$ cat config.mk
export PLATFORM = sky130hd
export DESIGN_NAME = char_row_writer
export DESIGN_NICKNAME = d
export VERILOG_FILES = /design/src/rtl/char_row_writer.sv
export SDC_FILE = /design/constraint.sdc
export NUM_CORES = 1
export LEC_CHECK = 0
export ABC_AREA = 1
export BUFFER_PORTS_ARGS = -buffer_cell sky130_fd_sc_hd__buf_2
export CAP_MARGIN = 40
export CELL_PAD_IN_SITES_DETAIL_PLACEMENT = 1
export CELL_PAD_IN_SITES_GLOBAL_PLACEMENT = 2
export CORE_MARGIN = 5
export CORE_UTILIZATION = 27
export DETAILED_ROUTE_END_ITERATION = 8
export PLACE_DENSITY = 0.82
export SYNTH_ARGS = -nofsm -noshare
export SYNTH_HDL_FRONTEND = slang
export SYNTH_SLANG_ARGS = --single-unit
$ cat constraint.sdc
create_clock -name clk -period 3.58 [get_ports clk]
set_input_delay 0.358 -clock clk [delete_from_list [all_inputs] [get_ports clk]]
set_output_delay 0.358 -clock clk [all_outputs]
set_load 0.005 [all_outputs]
$ cat src/rtl/char_row_writer.sv
// char_row_writer
//   Host-side write sequencer for the char_row text-row buffer. Decodes host
//   command bytes into character writes, cursor moves and full-row clears, and
//   steers the row buffer's x coordinate so each write is an address cycle
//   followed by a write cycle, both issued only while the display is blanked.
//
// Handshake: a byte is taken on the rising edge where host_valid and
//   host_ready are both high. host_ready is high only in IDLE (and never before
//   the first edge after reset release); host_data need not be held afterwards.
//
// Ports:
//   clk, rst_n          pixel clock, asynchronous active-low reset
//   vga_x, vga_y, blank VGA scan position and blanking flag
//   host_data/valid     command byte and its valid flag
//   host_ready          byte accepted this cycle if valid
//   row_xcoor/ycoor     coordinate bus to the row buffer (muxed x, pass-through y)
//   row_char, row_write character code and write strobe to the row buffer
//   cursor              current write column
//   busy                high whenever the FSM is not IDLE
//   dbg_state           current FSM state encoding, for observation
module char_row_writer #(
   parameter int         COLS       = 80,
   parameter logic [5:0] CLEAR_CODE = 6'h24
) (
   input  logic       clk,
   input  logic       rst_n,
   input  logic [9:0] vga_x,
   input  logic [8:0] vga_y,
   input  logic       blank,
   input  logic [7:0] host_data,
   input  logic       host_valid,
   output logic       host_ready,
   output logic [9:0] row_xcoor,
   output logic [8:0] row_ycoor,
   output logic [5:0] row_char,
   output logic       row_write,
   output logic [6:0] cursor,
   output logic       busy,
   output logic [2:0] dbg_state
);

   typedef enum logic [2:0] {
      S_IDLE,
      S_WAIT_BLANK,
      S_ADDR,
      S_WRITE,
      S_CLR_WAIT,
      S_CLR_ADDR,
      S_CLR_WRITE
   } state_t;

   localparam logic [6:0] LAST_COL = 7'(COLS - 1);

   state_t     r_state;
   state_t     w_next;
   logic       r_ready_en;
   logic [6:0] r_cursor;
   logic [6:0] r_clr_col;
   logic [5:0] r_code;

   logic w_ready;
   logic w_accept;
   logic w_is_char;
   logic w_is_cur;
   logic w_cur_ok;
   logic w_is_clr;
   logic w_last_clr;

   // r_ready_en keeps host_ready low until the first edge after reset release.
   assign w_ready    = r_ready_en && (r_state == S_IDLE);
   assign w_accept   = host_valid && w_ready;
   assign w_is_char  = (host_data <= 8'h23);
   assign w_is_cur   = (host_data >= 8'h80) && (host_data <= 8'hCF);
   assign w_cur_ok   = ({1'b0, host_data[6:0]} < 8'(COLS));
   assign w_is_clr   = (host_data == 8'hFF);
   assign w_last_clr = (r_clr_col == LAST_COL);

   assign host_ready = w_ready;
   assign busy       = (r_state != S_IDLE);
   assign cursor     = r_cursor;
   assign row_ycoor  = vga_y;
   assign dbg_state  = r_state;

   always_ff @(posedge clk or negedge rst_n) begin
      if (!rst_n) begin
         r_state <= S_IDLE;
      end else begin
         r_state <= w_next;
      end
   end

   always_comb begin
      w_next    = r_state;
      row_xcoor = vga_x;
      row_write = 1'b0;
      row_char  = r_code;
      case (r_state)
         S_IDLE: begin
            if (w_accept) begin
               if (w_is_char) begin
                  w_next = S_WAIT_BLANK;
               end else if (w_is_clr) begin
                  w_next = S_CLR_WAIT;
               end
            end
         end
         S_WAIT_BLANK: begin
            if (blank) w_next = S_ADDR;
         end
         S_ADDR: begin
            row_xcoor = {r_cursor, 3'b000};
            w_next    = S_WRITE;
         end
         S_WRITE: begin
            row_xcoor = {r_cursor, 3'b000};
            row_write = 1'b1;
            w_next    = S_IDLE;
         end
         S_CLR_WAIT: begin
            // blank is re-checked before every column of the clear.
            if (blank) w_next = S_CLR_ADDR;
         end
         S_CLR_ADDR: begin
            row_xcoor = {r_clr_col, 3'b000};
            row_char  = CLEAR_CODE;
            w_next    = S_CLR_WRITE;
         end
         S_CLR_WRITE: begin
            row_xcoor = {r_clr_col, 3'b000};
            row_char  = CLEAR_CODE;
            row_write = 1'b1;
            w_next    = w_last_clr ? S_IDLE : S_CLR_WAIT;
         end
         default: w_next = S_IDLE;
      endcase
   end

   // Datapath registers. Bytes are only accepted in IDLE, so the accept and
   // write-completion updates never collide.
   always_ff @(posedge clk or negedge rst_n) begin
      if (!rst_n) begin
         r_ready_en <= 1'b0;
         r_cursor   <= '0;
         r_clr_col  <= '0;
         r_code     <= '0;
      end else begin
         r_ready_en <= 1'b1;
         if (w_accept) begin
            if (w_is_char) r_code <= host_data[5:0];
            // Cursor values past the last column are dropped silently.
            if (w_is_cur && w_cur_ok) r_cursor <= host_data[6:0];
            if (w_is_clr) r_clr_col <= '0;
         end
         if (r_state == S_WRITE) begin
            r_cursor <= (r_cursor == LAST_COL) ? 7'd0 : r_cursor + 7'd1;
         end
         if (r_state == S_CLR_WRITE) begin
            r_clr_col <= r_clr_col + 7'd1;
            if (w_last_clr) r_cursor <= '0;
         end
      end
   end

endmodule

==> results of run 1 <==
-- power by group through the flow --
stage	combinational, mW	sequential, mW	clock, mW
3_3_place_gp	0.502	0.443	0
2_1_floorplan	0.334	0.430	0
5_1_grt	0.576	0.455	0.208
3_5_place_dp	0.509	0.446	0
6_report	0.499	0.439	0.186
4_1_cts	0.511	0.440	0.196
-- worst register-to-register path, cell delays in order, from the launching register on --
cell	delay, ns
dfrtp_1	0.49
inv_1	0.14
nand3_1	0.37
a21oi_1	0.50
nand3b_1	0.14
a21oi_1	0.16
-- sequential cells by signal, summed over array words and instances (netlist names) --
name / count
cursor: 7
r_clr_col: 7
r_code: 6
dbg_state: 3
r_ready_en: 1
-- placed cells by master, fill, tap and decap left out --
cell type,n
a21oi_1,11
a21oi_2,1
buf_2,50
clkbuf_8,4
conb_1,1
dfrtp_1,24
ha_1,2
inv_1,40
inv_2,1
nand2_1,48
nand2_2,1
nand2_4,1
nand3_1,33
nand3_4,1
nand3b_1,1
nand4_1,4
nand4_4,1
nor2_1,20
nor2_4,2
nor2_8,1
nor3_1,2
o21ai_0,12
o21ai_1,1
o21ai_2,5
o221ai_1,7
o22ai_1,2
o31ai_1,1
or2_2,2
xnor2_1,1
-- final timing paths --
check	from	endpoint	slack, ns
setup / recovery	dbg_state[0]$_DFFE_PN0P_	row_xcoor[8]	1.23
hold / removal	rst_n	cursor[5]$_DFF_PN0_	0.07
setup reg to reg	dbg_state[2]$_DFFE_PN0P_	cursor[3]$_DFF_PN0_	1.73
hold reg to reg	r_code[5]$_DFFE_PN0P_	r_code[5]$_DFFE_PN0P_	0.48
max in group asynchronous	rst_n	r_clr_col[4]$_DFFE_PN0P_	3.13
min in group clk	host_data[0]	r_code[0]$_DFFE_PN0P_	0.37
-- layer usage --
layer / vias up / part of all wire [%] / global-route usage [%]
met5: - / 0 / 0
met4: 0 / 0.41 / 2.03
met3: 2 / 4.8 / 3.23
met2: 24 / 50 / 23.8
met1: 801 / 45 / 17.3
li1: 861 / - / -
-- final cells by class --
class | instances | area [um2]
well taps | 77 | 96.3
flip-flops and latches | 24 | 601
fillers | 798 | 4220
clock buffers | 4 | 55.1
inverters | 41 | 154
repair buffers | 50 | 250
multi-input cells | 161 | 866
-- kinds of logic after synthesis --
logic type	synth area share [%]
and+or+nand+nor	33.7
buffers and inverters	13.9
AOI/OAI and AO/OA	14.9
DFF	35.2
adders and majority gates	1.47
xor gates and xnor gates	0.514
other	0.220
==> impl_metrics.ini, run 1 <==
[power_and_ir_drop]
ir_drop_mv = 0.204
p_clk_share_pct = 16.5
pwr-share-comb_pct = 44.4
seqPwrFrac_pct = 39.1
switching_share_pct = 41.4
p_leak_nw = 1.11
p_per_area_nw_per_um2 = 556
power.switching_mw = 0.465
internal-power_mw = 0.659
power_mw = 1.12

[worst_setup_path]
crit_path_end_kind = primary output
critPathKind = flip-flop to primary output
path_delay_family = buffers and inverters
crit_path_start_kind = flip-flop
arrival_ns = 2.00
critPathRequiredTime_ns = 3.22
slowest_stage = dfrtp_1
max_stage_delay_ns = 0.46
crit_path_frequent_cell = inv_1
path_cells = inv_1, nand3_1, nand2_2, inv_1, o221ai_1, buf_2
path_max_fanout = 8
rr_worst_depth = 5
cp.depth = 6
worst-path-buf-inv = 3

[sta]
setup_viol = 0
fin_skew_ns = 0.00377
fin_tns_setup_ns = 0
max_clock_freq_ghz = 0.425
relSlewSlack_pct = 61.1
hold_slack_ns = 0.0682
post-route-worst-setup-slack_ns = 1.23
hold_viol_final = 0
post-route-period-util_pct = 65.8
rsz0062_at_grt = false
min_period_ns = 2.35
maxSlewViolCount = 0
worstMarginPinSlew_ns = 0.581

[clocking]
clk_pin_slew_ns = 0.09
post_cts_buffers = 0
ctsHoldBuffers = 0
clk_latency_ns = 0.27
cts_max_path_buffers = 2
cts_tree = built
h-tree-depth = 1
clkSinkCount = 24
root_buffer = clkbuf_8
cts_resized = 0
numCtsBuffers = 3

[synthesis]
synth_ff_type = dfrtp_1
synthMostInstantiatedCell = nand2_1
syn-mean-instance-area_um2 = 7.19
synth_cell_types = 30
synthArstFlopShare_pct = 100
yosysWarningCount = 0
syn_inst = 237
netlist_top_cells_count = 48 x nand2_1, 40 x inv_1, 33 x nand3_1
synth_nets = 270
yosysSeqAreaShare_pct = 35.2
yosysTopAreaCell = dfrtp_1
netlist_area_um2 = 1700
synthTopCellsByArea = dfrtp_1 35%, nand2_1 11%, nand3_1 9.7%, inv_1 8.8%, nor2_1 4.4%
ys_ff_latch = 24
yosysTopAreaCellShare_pct = 35.2
synth_edf_count = 0

[drt]
first_iter_violations = 84
post_drt_wl_per_cell_um = 14.4
vias = 1688
dr.pass1.iters = 4
avgViaCountPerCell = 4.73
postRouteAntennaNets = 0
wirelength_um = 5140
remaining_drc_errors = 0

[place]
portBuffers = 50
hpwl_um = 4120
dp_worst_setup_slack_ns = 1.51
post-place-cells = 353
place_area_um2 = 1970
gp_congestion = 0.759

[floorplan]
core_area_um2 = 6240
die_h_um = 89.4
dieArea_um2 = 8000
start_util_pct = 27.3
die_w_um = 89.4
rows = 29
io_pins = 69

[final_layout]
syn2layout_area_growth_pct = 18.6
finish.utilization_pct = 32.4
instances_no_fill = 357
final_nets = 314
n_antenna_cell = 0
drive_above_1_share_pct = 25.0
design_area_um2 = 2020

[grt]
grt-ovfl-total = 0
grt_pass1_vias = 1756
grt_usage_pct = 13.6
grt_pass1_wl_um = 8330
grt_max_degree = 25
antenna_found_initial = 0

[hold_path]
min_path_type = input pin to async pin

[run_status]
status = finished clean

[flow_run]
max-cap-violations = 0
Power figures use the tool's default switching activity.
==> inputs of run 2 (changes only) <==
--- a/config.mk
+++ b/config.mk
@@ -11,9 +11,9 @@
 export CELL_PAD_IN_SITES_DETAIL_PLACEMENT = 1
 export CELL_PAD_IN_SITES_GLOBAL_PLACEMENT = 2
 export CORE_MARGIN = 5
-export CORE_UTILIZATION = 27
+export CORE_UTILIZATION = 23
 export DETAILED_ROUTE_END_ITERATION = 8
-export PLACE_DENSITY = 0.82
+export PLACE_DENSITY = 0.74
 export SYNTH_ARGS = -nofsm -noshare
 export SYNTH_HDL_FRONTEND = slang
 export SYNTH_SLANG_ARGS = --single-unit
==> constraint.sdc (replaced) <==
create_clock -name clk -period 2 [get_ports clk]
set_input_delay 0.2 -clock clk [delete_from_list [all_inputs] [get_ports clk]]
set_output_delay 0.2 -clock clk [all_outputs]
set_load 0.005 [all_outputs]
==> run 2 against run 1 <==
Against the previous run:
- clock skew grew 0.0012 ns
- setup slack got worse by 1.1 ns
- design area grew 6.6%
- final cell count rose by 8.1%
- flip-flop and latch count stayed put
- power rose by 83%
- non-clock buffer count is 7 higher
- sequential share of layout area is 1.7 points lower
- critical path type unchanged
==> impl_metrics.ini, run 2 (synthesis gave the netlist of run 1 again) <==
[sta]
hold_viol_final = 0
relSlewSlack_pct = 60.9
rsz0062_at_grt = false
fin_tns_setup_ns = 0
max_clock_freq_ghz = 0.535
maxSlewViolCount = 0
worstMarginPinSlew_ns = 0.587
fin_skew_ns = 0.00501
min_period_ns = 1.87
post-route-period-util_pct = 93.5
setup_viol = 0

[worst_setup_path]
critPathRequiredTime_ns = 1.80
slowest_stage = dfrtp_2
path_cells = inv_1, nand3_1, nand2_4, clkinvlp_4, o221ai_2, buf_2
worst-path-buf-inv = 3
critPathKind = flip-flop to primary output
max_stage_delay_ns = 0.44
path_delay_family = buffers and inverters
arrival_ns = 1.67
path_max_fanout = 7
crit_path_start_kind = flip-flop
crit_path_end_kind = primary output

[floorplan]
core_area_um2 = 7210
dieArea_um2 = 9230
rows = 31
die_h_um = 96.1
start_util_pct = 23.6
io_pins = 69
die_w_um = 96.1

[drt]
wirelength_um = 5310
dr.pass1.iters = 4
first_iter_violations = 28
vias = 1744
post_drt_wl_per_cell_um = 13.8
avgViaCountPerCell = 4.52
postRouteAntennaNets = 0
remaining_drc_errors = 0

[final_layout]
fillers = 936
n_antenna_cell = 0
syn2layout_area_growth_pct = 26.5
final_common_cell = buf_2
multi_input_area_um2 = 907
final_nets = 321
regArea_um2 = 604
drive_above_1_share_pct = 30.3
layout_common_cells = 50 x buf_2, 48 x nand2_1, 38 x inv_1

[clocking]
clk_pin_slew_ns = 0.09
cts_max_path_buffers = 2
numCtsBuffers = 3
cts_tree = built
h-tree-depth = 1
root_buffer = clkbuf_8
clk_latency_ns = 0.28
clkSinkCount = 24

[grt]
grt_pass1_vias = 1799
grt_usage_pct = 12.1
antenna_found_initial = 0
grt_max_degree = 25
grt-ovfl-total = 0
grt_pass1_wl_um = 8740

[place]
hpwl_um = 4280
gp_congestion = 0.825
portBuffers = 50

[power_and_ir_drop]
internal-power_mw = 1.19
seqPwrFrac_pct = 38.3
p_leak_nw = 1.14
power.switching_mw = 0.865
p_clk_share_pct = 17.1
p_per_area_nw_per_um2 = 953
switching_share_pct = 42.1
power_mw = 2.05
ir_drop_mv = 0.236
pwr-share-comb_pct = 44.6

[flow_run]
max-cap-violations = 0

[hold_path]
min_path_type = input pin to flip-flop

[run_status]
status = finished clean
## run 2: cell types whose count changed in the layout (fill, tap and decap cells not counted), moves of 2 or more
cell | previous run | this run
buf_4 | 0 | 6
o221ai_1 | 7 | 2
dfrtp_2 | 0 | 3
dfrtp_1 | 24 | 21
inv_1 | 40 | 38
o221ai_2 | 0 | 5
## run 2: metrics by stage
stage          utilization, %  area (um2)  setup WS (ns)  hold WS (ns)  cells
2_1_floorplan               -        1700          0.526       -0.0956    237
3_3_place_gp             28.0        2020          0.339         0.240    378
5_1_grt                  29.9        2160         0.0285         0.225    386
6_report                 29.9        2160          0.130         0.212    386
4_1_cts                  28.9        2090         0.0324         0.217    383
3_5_place_dp             28.0        2020          0.252         0.239    378
## run 2: final cells by class
class	count	share of cell area [%]
Multi-Input combinational cell	161	42.1
Tap cell	99	5.75
Inverter	41	7.43
Clock buffer	4	2.55
Timing Repair Buffer	57	14.2
Sequential cell	24	28.0
## run 2: final timing paths
path                       cells past startpoint                startpoint  slack [ns]                       end
min                                            3              host_data[1]        0.21     r_code[1]$_DFFE_PN0P_
min in group asynchronous                      2                     rst_n        0.45  r_clr_col[3]$_DFFE_PN0P_
min reg2reg                                    2     r_code[2]$_DFFE_PN0P_        0.48     r_code[2]$_DFFE_PN0P_
max in group asynchronous                      2                     rst_n        1.13  dbg_state[1]$_DFFE_PN0P_
max reg2reg                                    7  dbg_state[1]$_DFFE_PN0P_        0.39     r_code[1]$_DFFE_PN0P_
max                                            6  dbg_state[1]$_DFFE_PN0P_        0.13              row_xcoor[7]
## run 2: power groups by stage
stage               combinational [mW]  sequential (mW)  clock, mW
floorplan                        0.598            0.770          0
global placement                 0.901            0.794          0
detailed placement               0.913            0.797          0
CTS                              0.921            0.787      0.365
global route                      1.07            0.823      0.381
finish                           0.916            0.787      0.350
## run 2: metal layers
metal  global-route usage [%]  up-vias  part of all wire [%]
li1                         -      867                     -
met1                     15.3      850                    45
met2                     21.2       23                    51
met3                     1.64        4                   2.9
met4                     3.67        0                   1.1
met5                        0        -                     0
## run 2: what timing repair did
action,in CTS,in global routing
setup buffers,0,3
endpoints found under the hold margin,24,0
pin swaps,0,2
endpoints found under the setup margin,6,9
hold buffers,1,0
resized for setup,2,11
## run 2: worst register-to-register path: cells and delay by family (launching register included)
| kind | cells | cell delay [ns] |
|---|---|---|
| simple gates | 5 | 0.86 |
| flops | 1 | 0.44 |
| buf+inv | 1 | 0.16 |
| compound gates | 1 | 0.04 |
